## config.mk

```make
export PLATFORM = sky130hd
export DESIGN_NAME = fetch_sequencer
export DESIGN_NICKNAME = d
export VERILOG_FILES = /design/src/rtl/fetch_sequencer.sv
export SDC_FILE = /design/constraint.sdc
export NUM_CORES = 1
export LEC_CHECK = 0
export ABC_AREA = 1
export CORE_AREA = 2 2 69 84
export CTS_CLUSTER_DIAMETER = 100
export DETAILED_ROUTE_END_ITERATION = 8
export DIE_AREA = 0 0 71 86
export PLACE_DENSITY = 0.8
export SLEW_MARGIN = 20
export SYNTH_ARGS = -nofsm -noshare
export SYNTH_HDL_FRONTEND = slang
export SYNTH_SLANG_ARGS = --single-unit
export TNS_END_PERCENT = 1
```

## constraint.sdc

```tcl
create_clock -name clk -period 2.4 [get_ports clk]
set_input_delay 0.36 -clock clk [delete_from_list [all_inputs] [get_ports clk]]
set_output_delay 0.36 -clock clk [all_outputs]
set_load 0.01 [all_outputs]
```

## src/rtl/fetch_sequencer.sv

```systemverilog
// Instruction fetch sequencer: walks the line memory, latches each fetched line
// into an instruction register and offers it to execute over valid/ready.
module fetch_sequencer #(
    parameter int                    IP_WIDTH   = 8,
    parameter int                    LINE_WIDTH = 32,
    parameter logic [LINE_WIDTH-1:0] HALT_WORD  = 32'hffffffff
) (
    input  logic                  clk,
    input  logic                  rst,
    input  logic                  start,
    input  logic [LINE_WIDTH-1:0] mem_line,
    output logic                  mem_en,
    output logic [IP_WIDTH-1:0]   mem_ip,
    output logic [LINE_WIDTH-1:0] instr,
    output logic                  instr_valid,
    input  logic                  instr_ready,
    input  logic                  jump_en,
    input  logic [IP_WIDTH-1:0]   jump_target,
    output logic                  halted
);

    typedef enum logic [1:0] {
        IDLE  = 2'd0,
        FETCH = 2'd1,
        ISSUE = 2'd2,
        HALT  = 2'd3
    } state_t;

    state_t                state, state_d;
    logic [IP_WIDTH-1:0]   ip, ip_d;
    logic [LINE_WIDTH-1:0] instr_q, instr_d;

    always_ff @(posedge clk) begin
        if (rst) begin
            state   <= IDLE;
            ip      <= '0;
            instr_q <= '0;
        end else begin
            state   <= state_d;
            ip      <= ip_d;
            instr_q <= instr_d;
        end
    end

    // ip only moves on the accepting handshake, so it is stable across FETCH
    always_comb begin
        state_d = state;
        ip_d    = ip;
        instr_d = instr_q;
        case (state)
            IDLE: begin
                if (start) state_d = FETCH;
            end
            FETCH: begin
                if (mem_line == HALT_WORD) begin
                    state_d = HALT;
                end else begin
                    instr_d = mem_line;
                    state_d = ISSUE;
                end
            end
            ISSUE: begin
                if (instr_ready) begin
                    state_d = FETCH;
                    ip_d    = jump_en ? jump_target : ip + 1'b1;
                end
            end
            HALT: begin
                state_d = HALT;
            end
            default: begin
                state_d = IDLE;
            end
        endcase
    end

    assign mem_en      = (state == FETCH);
    assign mem_ip      = ip;
    assign instr       = instr_q;
    assign instr_valid = (state == ISSUE);
    assign halted      = (state == HALT);

endmodule

```

==> summary.md <==
| Metric | Value |
|---|---|
| Status | `finished clean` |
| Slew HR | `between 50% and 60%` |
| Netlist cell types | `24` |
| # rows | `29` |
| Post-synth top area share | `37.5%` |
| Post_cts resized | `0` |
| Mux cell area share after synthesis | `0%` |
| Leakage Power | `1.39 nW` |
| Max Cap Viol | `0` |
| Total Power | `0.00180 W` |
| Starting DRT DRC Count | `142` |
| Fin nets | `457` |
| Number of buffers added on ports | `87` |
| GRT overflow | `0` |
| Later-pin clock latency in the skew report | `0.29 ns` |
| Power density over cell area | `562 mW/mm2` |
| Worst reg2reg setup slack | `0.85 ns` |
| H-tree lvl count | `2` |
| I/O pin count | `88` |
| Mapped Area | `0.00224 mm2` |
| Via count | `2278` |
| Cell count after synthesis | `330` |
| Die Span X | `71 um` |
| WS Path Type | `reg -> out` |
| Hold Buf Count CTS | `0` |
| Largest family of logic cells by synthesized area | `simple AND/OR/NAND/NOR gates` |
| Worst Reg-to-Reg Cells | `6` |
| CP endpoint kind | `output pin` |
| Crit path time final | `roughly 1.8 ns` |
| Most frequent cell after synthesis | `nand2_1` |
| Crit-path max FO | `4` |
| Initial antenna violation count | `0` |
| Share of layout cells above drive strength 1 | `10.2%` |
| Adder-Cell Fraction of Synth Area | `0.559%` |
| RSZ-0062 raised after global routing | `no` |
| Diodes inserted | `0` |
| Seq/Total Area, Yosys | `a little under two fifths` |
| Vias in the first global route | `between 2k and 2.5k` |
| Placed insts | `466` |
| Fmax | `546 MHz` |
| Setup violators final | `0` |
| Core outline area | `0.00526 mm2` |
| Post-route insts no fill | `474` |
| Hold Path Sink | `instr[5]$_SDFFE_PP0P_` |
| Multi-input gate area | `0.00110 mm2` |
| Worst hold-check path type | `reg -> reg` |
| CTS Root Cell | `clkbuf_8` |
| Postcts setup bufs | `0` |
| Post-synth top area cell | `dfxtp_1` |
| Prevailing post-synth register cell | `dfxtp_1` |
| Layout area overhead | `42.9%` |
| Wire per inst | `11.8 um` |
| CTS tree | `yes` |
| Register bit total from synthesis | `42` |
| Global-route wire length before repair | `9.24 mm` |
| Number of synthesized flops with an enable pin | `0` |
| Die Area | `just over 0.006 mm2` |
| WP data required | `2.04 ns` |
| Setup_tns | `0 ns` |
| CTS sink count | `42` |
| DP Area | `a little over 0.003 mm2` |
| Post-synthesis xor/xnor area fraction | `0%` |
| Detailed Routing Iterations Pass 1 | `4` |
| Routed Antenna Nets | `0` |
| DRC | `0` |
| Clock Path Buffers | `2` |
| Clock skew | `0.00843 ns` |
| Cells taking the most area after synthesis | `dfxtp_1, nand2_1, a21oi_1` |
| Post-Syn Area per Cell | `6.79 um2` |
| FF-to-FF End | `instr[12]$_SDFFE_PP0P_` |
| VDD IR max | `just over 0.3 mV` |
| Setup crit start kind | `flop` |
| GRT Overall Usage | `18.5%` |
| Async set-or-reset flop fraction in the synthesized netlist | `0%` |
| Post-layout instance area | `0.00320 mm2` |
| Synth warn | `0` |
| Synth Area in Compound Gates | `a little over an eighth` |
| CTS buffer count | `5` |
| Final hold violations | `0` |
| Routed WL | `5.60 mm` |
| Worst-margin pin slew | `0.708 ns` |
| Crit path DAT | `between 1 and 1.5 ns` |
| Worst reg2reg path startpoint | `state[0]$_SDFFE_PP0P_` |
| Reg clk slew, reported paths | `0.08 ns` |
| Avg Vias per Cell | `just under 5` |
| Largest net degree at the start of global routing | `66` |
| Slew Limit Fails | `0` |
| RePlAce Congestion | `0.843` |
| Sequential cell area | `841 um2` |
| Hold_sp | `instr[5]$_SDFFE_PP0P_` |
| Util after Layout | `60.8%` |
| Worst Hold Depth | `2` |
| # fillers | `488` |
| Top cells by count, synth | `nand2_1, nor2_1, inv_1, a21oi_1, dfxtp_1` |
| Syn Nets | `376` |
| Initial core utilization | `between 40 and 50%` |
| Dpl hpwl | `4.13 mm` |
| DIE HEIGHT | `approximately 86 um` |
| Final Cycle Share | `76.3%` |
| Simple-gate share of the synthesized area | `34.9%` |
## registers in the layout (all words and copies together) (netlist names)
register  count
instr        32
mem_ip        8
state         2
## through the flow
| step | worst slack [ns] | hold WS, ns |
|---|---|---|
| 3_5_place_dp | 0.424 | 0.470 |
| 2_1_floorplan | 1.13 | 0.429 |
| 3_3_place_gp | 0.459 | 0.461 |
| 4_1_cts | 0.567 | 0.492 |
| 5_1_grt | 0.505 | 0.521 |
| 6_report | 0.568 | 0.482 |
## cells in the final DEF, fill, tap and decap left out, types with 2 or more instances in the layout
| cell type | netlist | layout |
|---|---|---|
| inv_1 | 43 | 43 |
| inv_2 | 2 | 2 |
| nand2_1 | 69 | 68 |
| clkbuf_8 | 0 | 6 |
| buf_4 | 1 | 6 |
| nand3_1 | 17 | 17 |
| nand3_2 | 20 | 20 |
| a21oi_1 | 42 | 42 |
| dfxtp_1 | 42 | 42 |
| clkdlybuf4s50_1 | 0 | 87 |
| nor2_1 | 53 | 52 |
| o21a_1 | 3 | 3 |
| or2_2 | 3 | 3 |
| nand2_2 | 1 | 2 |
| o21ai_0 | 9 | 9 |
## how the worst max path moves through the flow
stage	from	to	slack [ns]	depth (start not counted)
finish	state[1]$_SDFFE_PP0P_	instr_valid	0.57	3
global route	state[1]$_SDFFE_PP0P_	instr_valid	0.50	3
CTS	state[1]$_SDFFE_PP0P_	instr_valid	0.57	3
detailed placement	mem_line[12]	instr[30]$_SDFFE_PP0P_	0.42	9
global placement	mem_line[12]	instr[12]$_SDFFE_PP0P_	0.46	9
floorplan	jump_en	mem_ip[3]$_SDFFE_PP0P_	1.13	6
## logic make-up after synthesis
group | count (synthesis)
DFF | 42
and+or+nand+nor | 165
adders and majority gates | 1
AOI/OAI and AO/OA | 57
buffers and inverters | 65
## layout make-up
type / count / area share, %
well taps: 62 / 2.42
inverters: 46 / 5.39
flip-flops and latches: 42 / 26.3
clock buffers: 7 / 2.70
multi-input cells: 223 / 34.4
clock inverters: 1 / 0.156
repair buffers: 93 / 28.6
## critical path: stages (launching register included)
cell and delay (ns):
dfxtp_1 0.41, inv_1 0.07, nor2_2 0.14, clkdlybuf4s50_1 0.56
## metal layers
layer	GRT usage (%)	vias up	share of wire [%]
met4	6.00	0	1.9
li1	-	1193	-
met2	32.3	75	48
met3	4.35	10	6.4
met1	22.4	1000	44
met5	0	-	0
## power by group
part           leakage (nW)  switching, W  internal [W]
Combinational         0.992      0.000232      0.000281
Clock                0.0482      0.000238      0.000232
Sequential            0.345     0.0000430      0.000770
Total                  1.39      0.000513       0.00128
Note: power is estimated with default switching activity, not from simulation.
